### src/rtl/gfx_renderer_zfifo_if.sv
// Pixel stream and render-bus bundle for the gfx256 render back end.
// Signal suffixes are from the renderer's point of view.
interface gfx_renderer_zfifo_if #(
    parameter int point_width = 16,
    parameter int BUS_WIDTH   = 256
);
    logic                   pix_valid_i;
    logic                   pix_ready_o;
    logic [point_width-1:0] pixel_x_i;
    logic [point_width-1:0] pixel_y_i;
    logic [point_width-1:0] pixel_z_i;
    logic [31:0]            color_i;

    logic                   req_o;
    logic                   we_o;
    logic [31:0]            render_addr_o;
    logic [BUS_WIDTH/8-1:0] render_sel_o;
    logic [BUS_WIDTH-1:0]   render_dat_o;
    logic [BUS_WIDTH-1:0]   render_dat_i;
    logic                   ack_i;

    modport master (
        input  pix_valid_i, pixel_x_i, pixel_y_i, pixel_z_i, color_i,
        input  render_dat_i, ack_i,
        output pix_ready_o, req_o, we_o, render_addr_o, render_sel_o, render_dat_o
    );

    modport slave (
        output pix_valid_i, pixel_x_i, pixel_y_i, pixel_z_i, color_i,
        output render_dat_i, ack_i,
        input  pix_ready_o, req_o, we_o, render_addr_o, render_sel_o, render_dat_o
    );
endinterface

### src/rtl/gfx_renderer_zfifo.sv
// Pixel render back end: buffers rasterised pixels, computes colour/z addresses,
// runs an optional read-compare depth test, then issues colour and z bus writes.
module gfx_renderer_zfifo #(
    parameter int point_width = 16,
    parameter int BUS_WIDTH   = 256,
    parameter int FIFO_DEPTH  = 4
) (
    input  logic                   clk_i,
    input  logic                   rst_ni,
    input  logic [31:0]            target_base_i,
    input  logic [31:0]            zbuffer_base_i,
    input  logic [point_width-1:0] target_size_x_i,
    input  logic [1:0]             color_depth_i,
    input  logic                   zbuffer_enable_i,
    input  logic [1:0]             zfunc_i,
    gfx_renderer_zfifo_if.master   bus,
    output logic                   ack_o,
    output logic                   busy_o,
    output logic [31:0]            zfail_cnt_o
);
    localparam int SEL_W = BUS_WIDTH / 8;
    localparam int LW    = $clog2(SEL_W);
    localparam int AW    = $clog2(FIFO_DEPTH);
    localparam int CW    = AW + 1;
    localparam int EW    = 3 * point_width + 32;
    localparam logic [31:0] LANE_MASK = 32'(SEL_W - 1);

    localparam logic [2:0] S_IDLE  = 3'd0;
    localparam logic [2:0] S_CALC1 = 3'd1;
    localparam logic [2:0] S_CALC2 = 3'd2;
    localparam logic [2:0] S_ZRD   = 3'd3;
    localparam logic [2:0] S_ZCMP  = 3'd4;
    localparam logic [2:0] S_WPIX  = 3'd5;
    localparam logic [2:0] S_WZ    = 3'd6;

    function automatic logic [31:0] ext32(input logic [point_width-1:0] v);
        ext32 = 32'(v);
    endfunction

    function automatic logic [31:0] sat_inc(input logic [31:0] v);
        sat_inc = (&v) ? v : v + 32'd1;
    endfunction

    function automatic logic [1:0] bpp_shift(input logic [1:0] depth);
        bpp_shift = (depth == 2'b00) ? 2'd0 : (depth == 2'b01) ? 2'd1 : 2'd2;
    endfunction

    function automatic logic [3:0] pix_ones(input logic [1:0] depth);
        pix_ones = (depth == 2'b00) ? 4'b0001 : (depth == 2'b01) ? 4'b0011 : 4'b1111;
    endfunction

    // The pixel is replicated at its own width so the selected lanes always carry it.
    function automatic logic [BUS_WIDTH-1:0] rep_color(input logic [1:0] depth, input logic [31:0] c);
        case (depth)
            2'b00:   rep_color = {(BUS_WIDTH/8){c[7:0]}};
            2'b01:   rep_color = {(BUS_WIDTH/16){c[15:0]}};
            default: rep_color = {(BUS_WIDTH/32){c}};
        endcase
    endfunction

    logic [EW-1:0]          fifo_mem_q [FIFO_DEPTH];
    logic [AW-1:0]          wptr_q, wptr_d, rptr_q, rptr_d;
    logic [CW-1:0]          cnt_q, cnt_d;
    logic [2:0]             state_q, state_d;
    logic                   push, pop;
    logic [EW-1:0]          head;

    logic [point_width-1:0] px_q, px_d, py_q, py_d, pz_q, pz_d, sx_q, sx_d;
    logic [31:0]            pc_q, pc_d, tbase_q, tbase_d, zbase_q, zbase_d;
    logic [1:0]             cdepth_q, cdepth_d, zfunc_q, zfunc_d;
    logic                   zen_q, zen_d;

    logic [31:0]            prod_q, prod_d, caddr_q, caddr_d, zaddr_q, zaddr_d;
    logic [SEL_W-1:0]       csel_q, csel_d, zsel_q, zsel_d;
    logic [BUS_WIDTH-1:0]   cdat_q, cdat_d, zdat_q, zdat_d;
    logic [LW-1:0]          zlane_q, zlane_d;
    logic [15:0]            zstored_q, zstored_d;

    logic                   req_q, req_d, we_q, we_d, ack_q, ack_d;
    logic [31:0]            addr_q, addr_d, zfail_q, zfail_d;
    logic [SEL_W-1:0]       sel_q, sel_d;
    logic [BUS_WIDTH-1:0]   dat_q, dat_d;

    logic [31:0]            lin, coff, zoff;
    logic [15:0]            pz16, zrd;
    logic                   zpass;

    assign bus.pix_ready_o = (cnt_q != CW'(FIFO_DEPTH));
    assign push   = bus.pix_valid_i & bus.pix_ready_o;
    assign pop    = (state_q == S_IDLE) && (cnt_q != '0);
    assign head   = fifo_mem_q[rptr_q];
    assign busy_o = (cnt_q != '0) || (state_q != S_IDLE);

    assign lin  = prod_q + ext32(px_q);
    assign coff = lin << bpp_shift(cdepth_q);
    assign zoff = lin << 1;
    assign pz16 = 16'(pz_q);
    assign zrd  = 16'(bus.render_dat_i >> {zlane_q, 3'b000});

    always_comb begin
        case (zfunc_q)
            2'b00:   zpass = 1'b1;
            2'b01:   zpass = (pz16 < zstored_q);
            2'b10:   zpass = (pz16 <= zstored_q);
            default: zpass = 1'b0;
        endcase
    end

    always_comb begin
        state_d = state_q;
        cnt_d   = cnt_q + CW'(push) - CW'(pop);
        wptr_d  = wptr_q + AW'(push);
        rptr_d  = rptr_q + AW'(pop);
        {px_d, py_d, pz_d, pc_d} = {px_q, py_q, pz_q, pc_q};
        {tbase_d, zbase_d, sx_d} = {tbase_q, zbase_q, sx_q};
        {cdepth_d, zen_d, zfunc_d} = {cdepth_q, zen_q, zfunc_q};
        prod_d    = prod_q;
        caddr_d   = caddr_q;
        zaddr_d   = zaddr_q;
        csel_d    = csel_q;
        zsel_d    = zsel_q;
        cdat_d    = cdat_q;
        zdat_d    = zdat_q;
        zlane_d   = zlane_q;
        zstored_d = zstored_q;
        req_d     = req_q;
        we_d      = we_q;
        addr_d    = addr_q;
        sel_d     = sel_q;
        dat_d     = dat_q;
        ack_d     = 1'b0;
        zfail_d   = zfail_q;

        case (state_q)
            S_IDLE: begin
                if (pop) begin
                    {px_d, py_d, pz_d, pc_d} = head;
                    {tbase_d, zbase_d, sx_d} = {target_base_i, zbuffer_base_i, target_size_x_i};
                    {cdepth_d, zen_d, zfunc_d} = {color_depth_i, zbuffer_enable_i, zfunc_i};
                    state_d = S_CALC1;
                end
            end
            // Stage 1: registered row multiply.
            S_CALC1: begin
                prod_d  = ext32(py_q) * ext32(sx_q);
                state_d = S_CALC2;
            end
            // Stage 2: byte offsets to bus-aligned addresses, lane selects and data.
            S_CALC2: begin
                caddr_d = (tbase_q + coff) & ~LANE_MASK;
                zaddr_d = (zbase_q + zoff) & ~LANE_MASK;
                csel_d  = SEL_W'(pix_ones(cdepth_q)) << coff[LW-1:0];
                zsel_d  = SEL_W'(2'b11) << zoff[LW-1:0];
                zlane_d = zoff[LW-1:0];
                cdat_d  = rep_color(cdepth_q, pc_q);
                zdat_d  = {(BUS_WIDTH/16){pz16}};
                state_d = zen_q ? S_ZRD : S_WPIX;
            end
            S_ZRD: begin
                if (!req_q) begin
                    {req_d, we_d, addr_d, sel_d} = {1'b1, 1'b0, zaddr_q, zsel_q};
                end else if (bus.ack_i) begin
                    req_d     = 1'b0;
                    zstored_d = zrd;
                    state_d   = S_ZCMP;
                end
            end
            S_ZCMP: begin
                if (zpass) begin
                    state_d = S_WPIX;
                end else begin
                    zfail_d = sat_inc(zfail_q);
                    ack_d   = 1'b1;
                    state_d = S_IDLE;
                end
            end
            S_WPIX: begin
                if (!req_q) begin
                    {req_d, we_d, addr_d, sel_d, dat_d} = {1'b1, 1'b1, caddr_q, csel_q, cdat_q};
                end else if (bus.ack_i) begin
                    req_d   = 1'b0;
                    ack_d   = ~zen_q;
                    state_d = zen_q ? S_WZ : S_IDLE;
                end
            end
            S_WZ: begin
                if (!req_q) begin
                    {req_d, we_d, addr_d, sel_d, dat_d} = {1'b1, 1'b1, zaddr_q, zsel_q, zdat_q};
                end else if (bus.ack_i) begin
                    req_d   = 1'b0;
                    ack_d   = 1'b1;
                    state_d = S_IDLE;
                end
            end
            default: state_d = S_IDLE;
        endcase
    end

    always_ff @(posedge clk_i) begin
        if (push) begin
            fifo_mem_q[wptr_q] <= {bus.pixel_x_i, bus.pixel_y_i, bus.pixel_z_i, bus.color_i};
        end
        {px_q, py_q, pz_q, pc_q}    <= {px_d, py_d, pz_d, pc_d};
        {tbase_q, zbase_q, sx_q}    <= {tbase_d, zbase_d, sx_d};
        {cdepth_q, zen_q, zfunc_q}  <= {cdepth_d, zen_d, zfunc_d};
        prod_q    <= prod_d;
        caddr_q   <= caddr_d;
        zaddr_q   <= zaddr_d;
        csel_q    <= csel_d;
        zsel_q    <= zsel_d;
        cdat_q    <= cdat_d;
        zdat_q    <= zdat_d;
        zlane_q   <= zlane_d;
        zstored_q <= zstored_d;
    end

    always_ff @(posedge clk_i) begin
        if (!rst_ni) begin
            state_q <= S_IDLE;
            cnt_q   <= '0;
            wptr_q  <= '0;
            rptr_q  <= '0;
            req_q   <= 1'b0;
            we_q    <= 1'b0;
            addr_q  <= '0;
            sel_q   <= '0;
            dat_q   <= '0;
            ack_q   <= 1'b0;
            zfail_q <= '0;
        end else begin
            state_q <= state_d;
            cnt_q   <= cnt_d;
            wptr_q  <= wptr_d;
            rptr_q  <= rptr_d;
            req_q   <= req_d;
            we_q    <= we_d;
            addr_q  <= addr_d;
            sel_q   <= sel_d;
            dat_q   <= dat_d;
            ack_q   <= ack_d;
            zfail_q <= zfail_d;
        end
    end

    assign bus.req_o         = req_q;
    assign bus.we_o          = we_q;
    assign bus.render_addr_o = addr_q;
    assign bus.render_sel_o  = sel_q;
    assign bus.render_dat_o  = dat_q;
    assign ack_o             = ack_q;
    assign zfail_cnt_o       = zfail_q;
endmodule

### src/flat_wrapper.sv
// flat-port wrapper written by rule: the top's interface ports become plain ports
module gfx_renderer_zfifo_flat 
#(
    parameter int point_width = 16,
    parameter int BUS_WIDTH   = 256,
    parameter int FIFO_DEPTH  = 4
)
  (clk_i, rst_ni, target_base_i, zbuffer_base_i, target_size_x_i, color_depth_i, zbuffer_enable_i, zfunc_i, ack_o, busy_o, zfail_cnt_o, bus_pix_valid_i, bus_pixel_x_i, bus_pixel_y_i, bus_pixel_z_i, bus_color_i, bus_render_dat_i, bus_ack_i, bus_pix_ready_o, bus_req_o, bus_we_o, bus_render_addr_o, bus_render_sel_o, bus_render_dat_o);
  gfx_renderer_zfifo_if #(.point_width(point_width), .BUS_WIDTH(BUS_WIDTH)) bus_i ();
  input  logic clk_i;
  input  logic rst_ni;
  input  logic [31:0] target_base_i;
  input  logic [31:0] zbuffer_base_i;
  input  logic [point_width-1:0] target_size_x_i;
  input  logic [1:0] color_depth_i;
  input  logic zbuffer_enable_i;
  input  logic [1:0] zfunc_i;
  output logic ack_o;
  output logic busy_o;
  output logic [31:0] zfail_cnt_o;
  input wire logic [$bits(bus_i.pix_valid_i)-1:0] bus_pix_valid_i;
  input wire logic [$bits(bus_i.pixel_x_i)-1:0] bus_pixel_x_i;
  input wire logic [$bits(bus_i.pixel_y_i)-1:0] bus_pixel_y_i;
  input wire logic [$bits(bus_i.pixel_z_i)-1:0] bus_pixel_z_i;
  input wire logic [$bits(bus_i.color_i)-1:0] bus_color_i;
  input wire logic [$bits(bus_i.render_dat_i)-1:0] bus_render_dat_i;
  input wire logic [$bits(bus_i.ack_i)-1:0] bus_ack_i;
  output wire logic [$bits(bus_i.pix_ready_o)-1:0] bus_pix_ready_o;
  output wire logic [$bits(bus_i.req_o)-1:0] bus_req_o;
  output wire logic [$bits(bus_i.we_o)-1:0] bus_we_o;
  output wire logic [$bits(bus_i.render_addr_o)-1:0] bus_render_addr_o;
  output wire logic [$bits(bus_i.render_sel_o)-1:0] bus_render_sel_o;
  output wire logic [$bits(bus_i.render_dat_o)-1:0] bus_render_dat_o;
  assign bus_i.pix_valid_i = bus_pix_valid_i;
  assign bus_i.pixel_x_i = bus_pixel_x_i;
  assign bus_i.pixel_y_i = bus_pixel_y_i;
  assign bus_i.pixel_z_i = bus_pixel_z_i;
  assign bus_i.color_i = bus_color_i;
  assign bus_i.render_dat_i = bus_render_dat_i;
  assign bus_i.ack_i = bus_ack_i;
  assign bus_pix_ready_o = bus_i.pix_ready_o;
  assign bus_req_o = bus_i.req_o;
  assign bus_we_o = bus_i.we_o;
  assign bus_render_addr_o = bus_i.render_addr_o;
  assign bus_render_sel_o = bus_i.render_sel_o;
  assign bus_render_dat_o = bus_i.render_dat_o;
  gfx_renderer_zfifo #(.point_width(point_width), .BUS_WIDTH(BUS_WIDTH), .FIFO_DEPTH(FIFO_DEPTH)) u_core (.clk_i(clk_i), .rst_ni(rst_ni), .target_base_i(target_base_i), .zbuffer_base_i(zbuffer_base_i), .target_size_x_i(target_size_x_i), .color_depth_i(color_depth_i), .zbuffer_enable_i(zbuffer_enable_i), .zfunc_i(zfunc_i), .bus(bus_i), .ack_o(ack_o), .busy_o(busy_o), .zfail_cnt_o(zfail_cnt_o));
endmodule
### config.mk
export PLATFORM = sky130hd
export DESIGN_NAME = gfx_renderer_zfifo_flat
export DESIGN_NICKNAME = d
export VERILOG_FILES = /design/src/rtl/gfx_renderer_zfifo_if.sv /design/src/rtl/gfx_renderer_zfifo.sv /design/src/flat_wrapper.sv
export SDC_FILE = /design/constraint.sdc
export NUM_CORES = 2
export LEC_CHECK = 0
export BUFFER_PORTS_ARGS = -buffer_cell sky130_fd_sc_hd__buf_2
export CAP_MARGIN = 20
export CORE_AREA = 4 4 302 304
export DETAILED_ROUTE_END_ITERATION = 10
export DIE_AREA = 0 0 306 308
export PLACE_DENSITY_LB_ADDON = 0.1
export RECOVER_POWER = 50
export SYNTH_ARGS = -nofsm -noshare
export SYNTH_HDL_FRONTEND = slang
export SYNTH_SLANG_ARGS = --single-unit
### constraint.sdc
create_clock -name clk_i -period 30.8 [get_ports clk_i]
set_clock_uncertainty 0.1 [all_clocks]
set_input_delay 1.54 -clock clk_i [delete_from_list [all_inputs] [get_ports clk_i]]
set_output_delay 1.54 -clock clk_i [all_outputs]
set_load 0.005 [all_outputs]
==> summary.txt <==
YOSYS
-------------------------------------------------------------------------------------
Post-synth top area cell                                                 sky130_fd_sc_hd__edfxtp_1
Seq cells post-synth                                                              822
Mux cell area share after synthesis                                             9.35%
Ranking of synthesized cells by area                                     sky130_fd_sc_hd__edfxtp_1 45%, sky130_fd_sc_hd__fa_1 8.6%, sky130_fd_sc_hd__mux4_2 7.9%
Fraction of synthesis flops using an asynchronous set or reset pin                 0%
Synth Area in Simple Gates                                                      9.24%
Total of warnings raised by yosys                                                   0
Main combinational cell family by area after synthesis                    adder cells
Gate count of the mapped netlist                                                3,562
Primary flip-flop cell chosen by synthesis mapping                       sky130_fd_sc_hd__edfxtp_1
Fraction of the mapped netlist area in compound gates                           6.85%
Sequential element share of the synthesized area                                51.0%
Number of enable flip-flop cells after synthesis                                  686
Library cells used by synthesis                                                    80
Adder-Cell Fraction of Synth Area                                               14.1%
Average cell area after synthesis                                           12.8 um^2
Area share of the largest cell type after synthesis                             45.0%
Netlist area before placement                                             45,700 um^2
Fraction of synthesized cell area in xor and xnor cells                         2.20%

CTS
-------------------------------------------------------------------------------------
Number of levels the H-tree was split into                                          3
Insertion delay to the later sink of the worst-skew pair                      0.64 ns
Hold Buf Count CTS                                                                  0
Number of post-CTS setup repair buffers                                             0
Max Root-Sink Buffers                                                               3
TritonCTS clock tree                                                             done
Clock-pin transition on the worst setup and hold timing paths                 0.06 ns
Clock tree root driver cell                                              sky130_fd_sc_hd__clkbuf_16
Cells resized by post-CTS repair                                                    0
Number of buffers created by CTS                                                   87
TritonCTS sink count                                                              822

CRITICAL PATH
-------------------------------------------------------------------------------------
Kind of start point of the critical path                                         flop
Worst setup path startpoint                                              u_core.state_q[2]
Required time at the endpoint of the critical path                           31.21 ns
Data arrival time at the worst-slack endpoint                                10.17 ns
Kind of critical path                                                      reg -> reg
Maximum fanout along the worst path                                               165
Launch point of the worst reg-to-reg path                                u_core.state_q[2]
Crit. End Element                                                                flop

STA
-------------------------------------------------------------------------------------
Rel. slew slack                                                                 -570%
Number of endpoints with negative hold slack in the final report                    0
Transition time at the pin with the least slew margin                        10.06 ns
Unrepaired setup endpoints after global routing                                    no
Maximum clock rate                                                          0.103 GHz
Setup violations, final                                                             0
Period utilization                                                              31.7%
Final count of pins violating max slew                                            653
Clock period minus worst slack                                                9.75 ns
Setup TNS                                                                        0 ns

ROUTING
-------------------------------------------------------------------------------------
Routed len/inst                                                               26.5 um
Routed wire length                                                         142,000 um
Residual antenna-violating net count after detailed routing                         0
Router iterations before antenna repair                                             6
DRC violation count after routing                                                   0
Via-per-instance ratio                                                           5.65
Vias after detailed routing                                                    30,195
Initial DRC Count                                                               2,788

DIE
-------------------------------------------------------------------------------------
Floorplan die area                                                        94,200 um^2
I/O pin count                                                                     782
Initial standard-cell utilization of the core                                   51.8%
Overall die width                                                              306 um
# rows                                                                            109
Core area                                                                 88,200 um^2
Vertical extent of the die                                                     308 um

WORST HOLD PATH
-------------------------------------------------------------------------------------
Worst min-delay path category                                              reg -> reg
Hold path startpoint                                                     u_core.pz16[13]

GRT
-------------------------------------------------------------------------------------
Vias in the first global route                                                 28,731
Antenna violations before repair                                                   44
Overflow left after global routing                                                  0
Global routing usage summed across all routing layers                           29.3%
Largest net degree at the start of global routing                                 166
First-pass GRT wire length                                                 199,000 um

FLOW RUN
-------------------------------------------------------------------------------------
Number of maximum-capacitance constraint violations                                11

FINAL LAYOUT
-------------------------------------------------------------------------------------
Most frequent standard cell in the layout excluding fill and tap cells   sky130_fd_sc_hd__edfxtp_1
Share of final-layout standard cells stronger than drive strength 1             23.6%
Filler cells                                                                    7,327
Final #Nets                                                                     4,902
Syn-to-layout area delta                                                        13.3%
Commonest cells after routing, fill and taps aside                       686 x sky130_fd_sc_hd__edfxtp_1, 631 x sky130_fd_sc_hd__buf_2, 389 x sky130_fd_sc_hd__nand2_1, 276 x sky130_fd_sc_hd__inv_1, 200 x sky130_fd_sc_hd__ha_1
Post-layout util                                                                58.8%

STATUS
-------------------------------------------------------------------------------------
Violated checks                                                          max-capacitance violations, max-slew violations
Result of the run                                                        finished, violations left

PLACEMENT
-------------------------------------------------------------------------------------
Post-detail-place hpwl                                                     108,000 um
GP Congestion                                                                   0.938
Number of I/O port buffers                                                        775

## stage by stage
| stage | cell area, um^2 | setup WS [ns] | instances | hold slack, ns |
|---|---|---|---|---|
| after CTS | 52000 | 23.81 | 5317 | 0.373 |
| after global placement | 49100 | 23.84 | 5154 | 0.357 |
| after global routing | 51800 | 20.25 | 5326 | 0.374 |
| after floorplan | 45800 | 20.38 | 3566 | 0.326 |
| final | 51800 | 21.05 | 5344 | 0.370 |
| after detailed placement | 49100 | 23.83 | 5154 | 0.361 |
## logic make-up after synthesis
group,Yosys count
buffers and inverters,658
XOR/XNOR,113
AND/OR/NAND/NOR,883
adder cells (fa/ha/maj),396
flip-flops,822
other,1
AO/OA/AOI/OAI,464
multiplexers,225
## final timing paths
kind | slack [ns] | endpoint | depth (start not counted)
worst max-delay path | 21.05 | u_core.rptr_q[0] | 5
worst min-delay path | 0.37 | u_core.zdat_q[253] | 0
worst max register to register | 21.05 | u_core.rptr_q[0] | 5
worst min register to register | 0.37 | u_core.zdat_q[253] | 0
## layer usage
| layer | track usage, % | vias to the layer above | share of wire, % |
|---|---|---|---|
| met2 | 43.5 | 1290 | 44 |
| met3 | 10.9 | 225 | 11 |
| met5 | 2.68 | - | 0.23 |
| li1 | - | 13547 | - |
| met4 | 12.4 | 26 | 5.0 |
| met1 | 38.9 | 15107 | 40 |
## synthesized netlist by cell type, types with 4 or more instances
library cell                 n
sky130_fd_sc_hd__o21a_1     23
sky130_fd_sc_hd__mux2_2     18
sky130_fd_sc_hd__clkbuf_1  120
sky130_fd_sc_hd__nor2b_1    23
sky130_fd_sc_hd__a211oi_1    5
sky130_fd_sc_hd__a21boi_1   13
sky130_fd_sc_hd__mux4_2    160
sky130_fd_sc_hd__a21o_1     35
sky130_fd_sc_hd__or4_1       7
sky130_fd_sc_hd__buf_4     230
sky130_fd_sc_hd__mux2i_1    47
sky130_fd_sc_hd__o21ai_0    74
sky130_fd_sc_hd__nand2_1   390
sky130_fd_sc_hd__xor2_1     35
sky130_fd_sc_hd__o211a_1    60
sky130_fd_sc_hd__o21ai_1    36
sky130_fd_sc_hd__and2_1    141
sky130_fd_sc_hd__or2_2       7
sky130_fd_sc_hd__ha_1      200
sky130_fd_sc_hd__fa_1      196
sky130_fd_sc_hd__inv_1     276
sky130_fd_sc_hd__o211ai_1    6
sky130_fd_sc_hd__nand3_1    59
sky130_fd_sc_hd__buf_1      29
sky130_fd_sc_hd__o31ai_1    11
sky130_fd_sc_hd__dfxtp_1   136
sky130_fd_sc_hd__and3_1     30
sky130_fd_sc_hd__edfxtp_1  686
sky130_fd_sc_hd__a21oi_1   105
sky130_fd_sc_hd__or3_1      10
sky130_fd_sc_hd__a21boi_0    4
sky130_fd_sc_hd__xnor2_1    76
sky130_fd_sc_hd__nand2b_1   30
sky130_fd_sc_hd__nor3_1     35
sky130_fd_sc_hd__o21bai_1    9
sky130_fd_sc_hd__nor2_1    112
sky130_fd_sc_hd__a31oi_1    44
sky130_fd_sc_hd__nand4_1    15
## worst max-delay path: stages (launching register included)
cell                       delay, ns
sky130_fd_sc_hd__dfxtp_1        0.53
sky130_fd_sc_hd__nor3_1         0.38
sky130_fd_sc_hd__nor2b_1        0.26
sky130_fd_sc_hd__clkbuf_1       6.98
sky130_fd_sc_hd__ha_1           1.14
sky130_fd_sc_hd__and2_1         0.20
## area by class of cell
type | count | area, um^2 | area share, %
Antenna cell | 24 | 60.1 | 0.116
Clock buffer | 122 | 2440 | 4.71
Clock inverter | 41 | 490 | 0.946
Inverter | 276 | 1040 | 2.00
Multi-Input combinational cell | 2086 | 19100 | 36.8
Sequential cell | 822 | 23300 | 45.0
Tap cell | 1165 | 1460 | 2.81
Timing Repair Buffer | 808 | 3930 | 7.58
## flip-flops by register name, summed over array words and instances (netlist names), 32 cells and up
register,cells
u_core.fifo_mem_q,320
u_core.bus.render_sel_o,32
u_core.prod_q,32
u_core.pc_q,32
u_core.tbase_q,32
u_core.cdat_q,32
u_core.bus.render_dat_o,32
u_core.zfail_cnt_o,32
u_core.csel_q,32
Power is not shown: default switching activity piles up to over one toggle a cycle in this logic, so the estimate is an artifact.
